==> src/rtl/sar_sample_buffer_if.sv <==
// Capture/readout bus of sar_sample_buffer: conversion input side plus valid/ready drain side.
interface sar_sample_buffer_if #(
  parameter int DW = 12,
  parameter int AW = 3
);
  logic          ENABLE;
  logic          EOC;
  logic [0:DW-1] DIN;
  logic          RD_READY;
  logic          CLR_OVF;
  logic          RD_VALID;
  logic [DW-1:0] RD_DATA;
  logic [AW:0]   COUNT;
  logic          FULL;
  logic          OVF;

  modport master (
    output ENABLE, EOC, DIN, RD_READY, CLR_OVF,
    input  RD_VALID, RD_DATA, COUNT, FULL, OVF
  );
  modport slave (
    input  ENABLE, EOC, DIN, RD_READY, CLR_OVF,
    output RD_VALID, RD_DATA, COUNT, FULL, OVF
  );
endinterface

==> src/rtl/sar_sample_buffer.sv <==
// FWFT FIFO capturing one SAR result per EOC rise; sticky overflow on dropped captures.
// Define SAR_AVG_EN to push the truncated mean of every 2^AVG_LOG2 captures instead.
module sar_sample_buffer #(
  parameter int DW       = 12,
  parameter int DEPTH    = 8,
  parameter int AW       = 3,
  parameter int AVG_LOG2 = 2
)(
  input  logic          CLK,
  input  logic          RST_N,
  sar_sample_buffer_if.slave bus
);
  if (DEPTH != (1 << AW) || DEPTH < 2 || AVG_LOG2 < 1) begin : g_bad_param
    $error("sar_sample_buffer: DEPTH must be 2**AW (>=2) and AVG_LOG2 >= 1");
  end

  logic          eoc_d, cap;
  logic [DW-1:0] din_w, push_data;
  logic          push_req, push, pop, drop, full;
  logic [AW-1:0] wr_ptr, rd_ptr;
  logic [AW:0]   count;
  logic          ovf;
  logic [DW-1:0] mem [DEPTH];

  // DIN is ascending-range; copy bit by bit so w[k] = DIN[k] (LSB stays LSB)
  for (genvar k = 0; k < DW; k++) begin : g_bitmap
    assign din_w[k] = bus.DIN[k];
  end

  assign cap = bus.ENABLE & bus.EOC & ~eoc_d;

`ifdef SAR_AVG_EN
  localparam int SW = DW + AVG_LOG2;
  logic [SW-1:0]       acc, sum;
  logic [AVG_LOG2-1:0] phase;

  assign sum       = acc + SW'(din_w);
  assign push_req  = cap & (&phase);
  assign push_data = DW'(sum >> AVG_LOG2);

  always_ff @(posedge CLK or negedge RST_N) begin
    if (!RST_N) begin
      acc   <= '0;
      phase <= '0;
    end else if (!bus.ENABLE) begin
      acc   <= '0;
      phase <= '0;
    end else if (cap) begin
      acc   <= (&phase) ? '0 : sum;
      phase <= phase + 1'b1;
    end
  end
`else
  assign push_req  = cap;
  assign push_data = din_w;
`endif

  assign full = (count == (AW+1)'(DEPTH));
  assign pop  = bus.RD_VALID & bus.RD_READY;
  // A pop on the same edge frees a slot, so a full FIFO still accepts the push
  assign push = push_req & (~full | pop);
  assign drop = push_req & full & ~pop;

  always_ff @(posedge CLK or negedge RST_N) begin
    if (!RST_N) begin
      eoc_d  <= 1'b1;
      wr_ptr <= '0;
      rd_ptr <= '0;
      count  <= '0;
      ovf    <= 1'b0;
      for (int i = 0; i < DEPTH; i++) mem[i] <= '0;
    end else begin
      eoc_d <= bus.EOC;
      if (push) begin
        mem[wr_ptr] <= push_data;
        wr_ptr      <= wr_ptr + 1'b1;
      end
      if (pop) rd_ptr <= rd_ptr + 1'b1;
      count <= count + (AW+1)'(push) - (AW+1)'(pop);
      if (drop)             ovf <= 1'b1;
      else if (bus.CLR_OVF) ovf <= 1'b0;
    end
  end

  assign bus.RD_VALID = (count != '0);
  assign bus.RD_DATA  = mem[rd_ptr];
  assign bus.COUNT    = count;
  assign bus.FULL     = full;
  assign bus.OVF      = ovf;
endmodule

==> src/flat_wrapper.sv <==
// flat-port wrapper written by rule: the top's interface ports become plain ports
module sar_sample_buffer_flat 
#(
  parameter int DW       = 12,
  parameter int DEPTH    = 8,
  parameter int AW       = 3,
  parameter int AVG_LOG2 = 2
)
  (CLK, RST_N, bus_ENABLE, bus_EOC, bus_DIN, bus_RD_READY, bus_CLR_OVF, bus_RD_VALID, bus_RD_DATA, bus_COUNT, bus_FULL, bus_OVF);
  sar_sample_buffer_if #(.DW(DW), .AW(AW)) bus_i ();
  input  logic CLK;
  input  logic RST_N;
  input wire logic [$bits(bus_i.ENABLE)-1:0] bus_ENABLE;
  input wire logic [$bits(bus_i.EOC)-1:0] bus_EOC;
  input wire logic [$bits(bus_i.DIN)-1:0] bus_DIN;
  input wire logic [$bits(bus_i.RD_READY)-1:0] bus_RD_READY;
  input wire logic [$bits(bus_i.CLR_OVF)-1:0] bus_CLR_OVF;
  output wire logic [$bits(bus_i.RD_VALID)-1:0] bus_RD_VALID;
  output wire logic [$bits(bus_i.RD_DATA)-1:0] bus_RD_DATA;
  output wire logic [$bits(bus_i.COUNT)-1:0] bus_COUNT;
  output wire logic [$bits(bus_i.FULL)-1:0] bus_FULL;
  output wire logic [$bits(bus_i.OVF)-1:0] bus_OVF;
  assign bus_i.ENABLE = bus_ENABLE;
  assign bus_i.EOC = bus_EOC;
  assign bus_i.DIN = bus_DIN;
  assign bus_i.RD_READY = bus_RD_READY;
  assign bus_i.CLR_OVF = bus_CLR_OVF;
  assign bus_RD_VALID = bus_i.RD_VALID;
  assign bus_RD_DATA = bus_i.RD_DATA;
  assign bus_COUNT = bus_i.COUNT;
  assign bus_FULL = bus_i.FULL;
  assign bus_OVF = bus_i.OVF;
  sar_sample_buffer #(.DW(DW), .DEPTH(DEPTH), .AW(AW), .AVG_LOG2(AVG_LOG2)) u_core (.CLK(CLK), .RST_N(RST_N), .bus(bus_i));
endmodule
==> config.mk <==
export PLATFORM = sky130hd
export DESIGN_NAME = sar_sample_buffer_flat
export DESIGN_NICKNAME = d
export VERILOG_FILES = /design/src/rtl/sar_sample_buffer_if.sv /design/src/rtl/sar_sample_buffer.sv /design/src/flat_wrapper.sv
export SDC_FILE = /design/constraint.sdc
export NUM_CORES = 1
export LEC_CHECK = 0
export CORE_UTILIZATION = 35
export DETAILED_ROUTE_END_ITERATION = 10
export GPL_ROUTABILITY_DRIVEN = 1
export GPL_TIMING_DRIVEN = 0
export PLACE_DENSITY_LB_ADDON = 0.05
export SLEW_MARGIN = 10
export SYNTH_ARGS = -nofsm -noshare
export SYNTH_HDL_FRONTEND = slang
export SYNTH_SLANG_ARGS = --single-unit
==> constraint.sdc <==
create_clock -name CLK -period 5.55 [get_ports CLK]
set_clock_uncertainty 0.05 [all_clocks]
set_input_delay 1.3875 -clock CLK [delete_from_list [all_inputs] [get_ports CLK]]
set_output_delay 1.3875 -clock CLK [all_outputs]
set_load 0.02 [all_outputs]
==> After elaboration in Yosys (flattened, before gate mapping) <==
Index checks and enable logic that the tools add are counted.
{ "totals": {"inputBits": 18, "register_bits": 108, "wordCells": 44} }
{ "op_classes": {"n_eq_ne": 1, "n_bitwise": 12, "n_addsub": 4, "n_reduce_logical": 3, "magnitude_cmp": 3, "muxes": 8} }
{ "op_table": {"columns": ["operator", "count"], "rows": [
  ["96-bit bitwise mux", 1],
  ["12-bit binary-select mux with 3-bit select", 1],
  ["12-bit demux with 3-bit select", 1],
  ["12-bit two-way mux", 3],
  ["4-bit >= comparator (second input constant)", 2],
  ["3-bit inverter with 4-bit output", 2],
  ["3-bit by 1-bit adder with 3-bit output (second input constant)", 2],
  ["1-bit AND", 6],
  ["4-bit by 1-bit adder with 4-bit output", 1],
  ["4-bit equality test (second input constant)", 1],
  ["4-bit by 1-bit < comparator with 1-bit output (second input constant)", 1],
  ["4-bit nonzero test", 1],
  ["4-bit by 1-bit subtractor with 4-bit output", 1],
  ["1-bit inverter", 3],
  ["1-bit two-way mux", 2],
  ["2-bit nonzero test", 1],
  ["1-bit logical AND", 1],
  ["1-bit bitwise OR", 1]
]} }

==> Logic depth before layout (Yosys ltp) <==
Gate-level depths: netlist (run 1).
{ "logic_depth": {"depth_word": 6, "mapped_depth": 11, "depth_no_buf": 11} }

==> Worst setup path before layout (run 1) <==
No wires, ideal clock.
{ "synth_timing": {"path_type": "register to output", "startpoint": "reg u_core.rd_ptr[0]", "endpoint": "out bus_RD_DATA[1]", "path_stages_with_launch": 5, "t_arrival_ps": 1684, "path_buffers": 2, "path_slack_ps": 2429, "t_required_ps": 4113, "cell_sequence": "dfrtp_1 -> buf_2 -> buf_2 -> mux4_2 -> mux2_2"} }
{ "synth_via": {"elab_chain_len": 4} }
{ "synth_lines": {"columns": ["element", "line_no", "text"], "rows": [
  ["start: declaration", "sar_sample_buffer.sv:20", "logic [AW-1:0] wr_ptr, rd_ptr;"],
  ["start signal: assignment", "sar_sample_buffer.sv:78", "if (pop) rd_ptr <= rd_ptr + 1'b1;"],
  ["3-bit inverter with 4-bit output (implied by the code)", "sar_sample_buffer.sv:86", "assign bus.RD_DATA = mem[rd_ptr];"],
  ["12-bit binary-select mux with 3-bit select", "sar_sample_buffer.sv:86", null],
  ["12-bit two-way mux (implied by the code) (2 in series)", "sar_sample_buffer.sv:86", null],
  ["end: declaration", "flat_wrapper.sv:19", "output wire logic [$bits(bus_i.RD_DATA)-1:0] bus_RD_DATA;"]
]} }
No other way between the ends. The select of a mux whose other input is x is not followed.

==> Worst setup path after layout (run 1) <==
{ "layout_timing": {"startpoint": "reg u_core.rd_ptr[1]", "endpoint": "out bus_RD_DATA[8]"} }
Same word-level chain as after synthesis.

==> qor.yml, run 1 <==
cp_slowest_stage_delay_ns: 0.66
cp.arrival_ns: 3.04
worstSkewPairLatency_ns: 0.35
worst-path-buf-inv: 3
fin_nets: 385
die_area_sq_um: 15800
min_period_over_period: 0.807
tns_ns: 0
seqCellArea_sq_um: 2700
detail_route.first_pass.iterations: 4
gp_congestion: 0.650
crit_fanout: 10
fmax_ghz: 0.223
viasPerCell: 5.11
initial_core_util: 0.363
dp_hpwl_um: 7280
hold_class: "flop to flop"
power.density_nw_per_um2: 566
layout-drive-gt1-share: 0.481
crit_slowest_cell: "clkbuf_1"
required_ns: 4.11
finalHoldViolations: 0
path_cells: "clkbuf_1 > clkbuf_1 > mux4_2 > mux2_2 > clkdlybuf4s50_1"
whs_endpoint: "u_core.mem[75]$_DFFE_PN0P_"
dp_cells: 531
diodes: 0
cp-end-kind: "output pin"
worst-r2r-cell-count: 10
synth_edf_count: 0
grt_pass1_wl_um: 19100
drtIter0Drc: 109
die_y_um: 126
port_buffers: 36
path_delay_family: "buffers and inverters"
synth-main-ff-cell: "dfrtp_1"
dp_slack_ns: 1.40
maxSlewViolCount: 0
layout_setup_ws_ns: 1.07
multi_input_area_sq_um: 2460
reg2reg_setup_slack_ns: 2.96
hold_depth: 1
grt_pass1_vias: 3131
rsz0062_at_grt: "no"
cts_buffer_depth: 2
worstSetupPathType: "flop to output pin"
max-cap-violations: 0
area_growth_pct: 16.9
fin_util: 0.424
detail-route-antenna-nets: 0
cts_setup_buffers: 0
status: "finished clean"
vias: 2789
cts_tree: "yes"
clock-sinks: 108
fillCellCount: 1329
grtUsageTotal: 0.164
antenna_found_initial: 0
wl_per_cell_um: 20.9
path_clk_slew_ns: 0.07
numCtsBuffers: 9
routed_wl_um: 11400
fp.coreArea_sq_um: 14800
num_rows: 44
cts_root_buf: "clkbuf_16"
reg2reg_to: "u_core.bus.COUNT[2]$_DFF_PN0_"
async_reset_ff_frac: 1.00
syn_nets: 337
crit_path_frequent_cell: "clkbuf_1"
syn_inst: 310
die_w_um: 126
slew_headroom: 0.455
cts_hold_buf: 0
grt_start_max_net_pins: 59
timing.final.crit_period_ns: 4.48
io_pins: 37
syn_avg_cell_area_sq_um: 17.3
ys_warn_count: 0
ys_seq_area_frac: 0.505
final_common_cell: "dfrtp_1"
overflow: 0
final-setup-viol-count: 0
p_leak_nw: 2.82
cts_resized: 0
worstSetupStartpointType: "flop"
final_cells: 546
worst_slew_pin_slew_ns: 0.818
ys_ff_latch: 108
layout_common_cells: "dfrtp_1, mux2_2, mux2_4"
ir_drop_v: 0.000298
r2r_start: "u_core.bus.COUNT[2]$_DFF_PN0_"
hold_ws_ns: 0.455
syn_area_sq_um: 5360
htreeDepth: 3
route.detailed.drc: 0
synth_cell_type_count: 34
hp-start: "u_core.mem[75]$_DFFE_PN0P_"
==> routing by layer <==
metal / track usage / wire length [um] / vias up
met4: 0.0344 / 96 / 0
met5: 0 / 0 / -
met2: 0.258 / 5400 / 46
li1: - / - / 1240
met1: 0.224 / 5490 / 1496
met3: 0.0484 / 445 / 7
==> cells by family (layout without fill, tap and decap cells) <==
kind of cell	after synthesis	after routing	share of synthesized area
AOI/OAI and AO/OA	13	13	0.0390
DFF	108	108	0.505
buffers and inverters	26	78	0.0362
adders and majority gates	9	9	0.0224
and+or+nand+nor	14	14	0.0206
xor gates and xnor gates	6	6	0.00981
muxes	134	134	0.367
==> synthesized netlist by cell type (2+ instances only) <==
library cell | n | share of area
clkbuf_1 | 4 | 0.0028
xor2_1 | 3 | 0.0049
ha_1 | 8 | 0.019
a2111oi_4 | 2 | 0.010
nand2_1 | 2 | 0.0014
buf_2 | 3 | 0.0028
a21oi_1 | 2 | 0.0019
a211oi_4 | 2 | 0.0075
dfrtp_1 | 107 | 0.50
mux2_2 | 60 | 0.13
o2111ai_4 | 2 | 0.0098
mux4_2 | 24 | 0.10
buf_6 | 7 | 0.015
nand3b_1 | 2 | 0.0028
o211ai_2 | 2 | 0.0047
inv_1 | 9 | 0.0063
nor3b_1 | 2 | 0.0028
mux2_4 | 50 | 0.14
buf_12 | 2 | 0.0075
xnor2_1 | 3 | 0.0049
==> worst max path at each step <==
| stage | start | to | slack (ns) | cells past startpoint |
|---|---|---|---|---|
| global route | u_core.rd_ptr[1]$_DFFE_PN0P_ | bus_RD_DATA[8] | 0.94 | 5 |
| floorplan | u_core.rd_ptr[0]$_DFFE_PN0P_ | bus_RD_DATA[1] | 2.43 | 4 |
| CTS | u_core.rd_ptr[1]$_DFFE_PN0P_ | bus_RD_DATA[11] | 1.0 | 5 |
| finish | u_core.rd_ptr[1]$_DFFE_PN0P_ | bus_RD_DATA[8] | 1.07 | 5 |
| global placement | RST_N | u_core.mem[17]$_DFFE_PN0P_ | -1.43 | 1 |
| detailed placement | u_core.rd_ptr[1]$_DFFE_PN0P_ | bus_RD_DATA[11] | 1.40 | 5 |
==> final cells by class <==
class,instances,share of cell area
Multi-Input combinational cell,176,0.393
Clock inverter,2,0.00560
Timing Repair Buffer,37,0.0622
Clock buffer,13,0.0400
Inverter,10,0.00719
Buffer,16,0.0238
Tap cell,184,0.0368
Sequential cell,108,0.432
==> power by group <==
group,switching (mW),total (mW),internal (mW),leakage (nW)
Combinational,0.643,1.57,0.926,1.31
Sequential,0.203,1.33,1.13,1.37
Clock,0.284,0.645,0.360,0.140
Total,1.13,3.54,2.41,2.82
==> worst register-to-register path, stage by stage (launching register included) <==
cell and delay, ns:
dfrtp_1 0.38, inv_1 0.10, ha_1 0.21, or3b_2 0.50
nand2_1 0.16, inv_1 0.06, ha_1 0.26, inv_1 0.04
ha_1 0.20, fa_1 0.38, xor2_1 0.15
==> metrics by stage <==
stage          instance area [sq um]  total power, mW
2_1_floorplan                   5360             2.43
3_3_place_gp                    5950             2.91
3_5_place_dp                    5980             2.93
4_1_cts                         6260             3.60
5_1_grt                         6260             3.79
6_report                        6260             3.54
==> state kept, by name (all words and copies together), names as in the netlist <==
signal and cells:
u_core.bus.COUNT 4, u_core.bus.OVF 1, u_core.eoc_d 1, u_core.mem 96, u_core.rd_ptr 3, u_core.wr_ptr 3
Note: power is estimated with default switching activity, not from simulation.
==> inputs of run 2 (changes only) <==
==> constraint.sdc (replaced) <==
create_clock -name CLK -period 3.95 [get_ports CLK]
set_clock_uncertainty 0.05 [all_clocks]
set_input_delay 0.9875 -clock CLK [delete_from_list [all_inputs] [get_ports CLK]]
set_output_delay 0.9875 -clock CLK [all_outputs]
set_load 0.02 [all_outputs]
==> run 2 against run 1 <==
Compared with the run above: die area did not move; critical path type unchanged; clock power rose by 41%; clock-buffer cell count did not move; via count did not move; utilization rose by 0.051 points; critical endpoint unchanged; register-to-register slack got worse by 1.6 ns; setup slack got worse by 0.91 ns; sequential share of layout area fell by 0.052 points.
==> qor.yml, run 2 (synthesis gave the netlist of run 1 again) <==
antenna_found_initial: 0  # unchanged
detail_route.first_pass.iterations: 4  # unchanged
power.density_nw_per_um2: 795  # +40%
maxSlewViolCount: 0  # unchanged
hold_depth: 1  # unchanged
min_period_over_period: 0.958
cts_hold_buf: 0  # unchanged
vias: 2789  # unchanged
worstSkewPairLatency_ns: 0.35  # about the same
die_w_um: 126  # unchanged
timing.final.crit_period_ns: 3.79
cts_buffer_depth: 2  # unchanged
status: "finished clean"
fp.coreArea_sq_um: 14800  # unchanged
finalPower_mw: 4.98  # +41%
grt_pass1_wl_um: 19100  # -0.15%
dp_hpwl_um: 7280  # unchanged
grt_pass1_vias: 3134  # +0.096%
worstSetupStartpointType: "flop"
grtUsageTotal: 0.164  # -0.000279
cp_slowest_stage_delay_ns: 0.56  # -0.10 ns
path_cells: "clkbuf_1 > clkbuf_2 > mux4_2 > mux2_2 > clkdlybuf4s50_1"
worst-path-buf-inv: 3  # unchanged
p_leak_nw: 2.83  # +0.27%
worst_slew_pin_slew_ns: 0.780  # -0.0376 ns
layout-drive-gt1-share: 0.486  # +0.00552
cp.arrival_ns: 2.75  # -0.29 ns
cts_root_buf: "clkbuf_16"
clock-sinks: 108  # unchanged
htreeDepth: 3  # unchanged
hold_ws_ns: 0.455  # +0.000149 ns
crit_cells: 5  # unchanged
grt_start_max_net_pins: 59  # unchanged
detail-route-antenna-nets: 0  # unchanged
layout_common_cells: "dfrtp_1, mux2_2, mux2_4"
fin_nets: 385  # unchanged
reg2reg_setup_slack_ns: 1.36  # -1.60 ns
stdcell_area_sq_um: 6270  # +0.12%
slew_headroom: 0.480  # +0.0250
route.detailed.drc: 0  # unchanged
port_buffers: 36  # unchanged
viasPerCell: 5.11  # unchanged
crit_slowest_cell: "clkdlybuf4s50_1"
diodes: 0  # unchanged
cp-end-kind: "output pin"
cts_setup_buffers: 0  # unchanged
drtIter0Drc: 104  # -4.6%
final_common_cell: "dfrtp_1"
ir_drop_v: 0.000418  # +41%
io_pins: 37  # unchanged
hp-start: "u_core.mem[77]$_DFFE_PN0P_"
worstSetupPathType: "flop to output pin"
routed_wl_um: 11400  # -0.34%
initial_core_util: 0.363  # unchanged
largest_register_ffs: 96  # unchanged
regMostFlops: "u_core.mem"
dp_cells: 531  # unchanged
max-cap-violations: 0  # unchanged
crit_fanout: 10  # unchanged
tns_ns: 0  # unchanged
worst-r2r-cell-count: 10  # unchanged
hold_class: "flop to flop"
wl_per_cell_um: 20.9  # -0.34%
layout_setup_ws_ns: 0.164  # -0.908 ns
final_cells: 546  # unchanged
cts_resized: 3  # +3
whs_endpoint: "u_core.mem[77]$_DFFE_PN0P_"
gp_congestion: 0.650  # unchanged
numCtsBuffers: 9  # unchanged
overflow: 0  # unchanged
required_ns: 2.91  # -1.20 ns
finalHoldViolations: 0  # unchanged
num_rows: 44  # unchanged
die_area_sq_um: 15800  # unchanged
path_clk_slew_ns: 0.07  # about the same
die_y_um: 126  # unchanged
reg2reg_to: "u_core.bus.COUNT[2]$_DFF_PN0_"
r2r_start: "u_core.bus.COUNT[2]$_DFF_PN0_"
final-setup-viol-count: 0  # unchanged
dp_slack_ns: 0.197  # -1.20 ns
fmax_ghz: 0.264
cts_tree: "yes"
path_delay_family: "buffers and inverters"
area_growth_pct: 17.0
rsz0062_at_grt: "no"
fin_util: 0.425  # +0.000509
placed_cell_area_sq_um: 5980  # unchanged
## run 2: cell count changes in the layout (fill, tap and decap cells not counted)
| cell | change |
|---|---|
| buf_2 | -2 |
| buf_4 | +1 |
| clkbuf_1 | -2 |
| clkbuf_2 | +2 |
| clkbuf_4 | +1 |
## run 2: cell type report
| type | instances | area [sq um] |
|---|---|---|
| fill | 1328 | 8490 |
| sequential | 108 | 2700 |
| multi-input combinational | 176 | 2460 |
| timing repair buffer | 37 | 389 |
| clock buffer | 13 | 250 |
| tap | 184 | 230 |
| buffer | 16 | 156 |
| inverter | 10 | 45.0 |
| clock inverter | 2 | 35.0 |
## run 2: worst reg2reg max path: stages (launching register included)
cell and delay [ns]:
dfrtp_1 0.38, inv_1 0.10, ha_1 0.21, or3b_2 0.50, nand2_1 0.16, inv_1 0.06, ha_1 0.26, inv_1 0.04
ha_1 0.20, fa_1 0.38, xor2_1 0.15
## run 2: power breakdown
group / switching (mW) / internal (mW)
registers: 0.284 / 1.58
clock network: 0.401 / 0.506
logic: 0.900 / 1.31
## run 2: how the worst max path moves through the flow
stage,to,slack (ns),from
global placement,u_core.mem[17]$_DFFE_PN0P_,-2.63,RST_N
CTS,bus_RD_DATA[4],0.01,u_core.rd_ptr[0]$_DFFE_PN0P_
detailed placement,bus_RD_DATA[11],0.20,u_core.rd_ptr[1]$_DFFE_PN0P_
finish,bus_RD_DATA[8],0.16,u_core.rd_ptr[1]$_DFFE_PN0P_
global route,bus_RD_DATA[8],0.02,u_core.rd_ptr[1]$_DFFE_PN0P_
floorplan,bus_RD_DATA[1],1.23,u_core.rd_ptr[0]$_DFFE_PN0P_
## run 2: routing by layer
metal	vias up	GRT usage	wire [um]
li1	1243	-	-
met1	1491	0.222	5400
met2	48	0.259	5430
met3	7	0.0484	470
met4	0	0.0344	96
met5	-	0	0
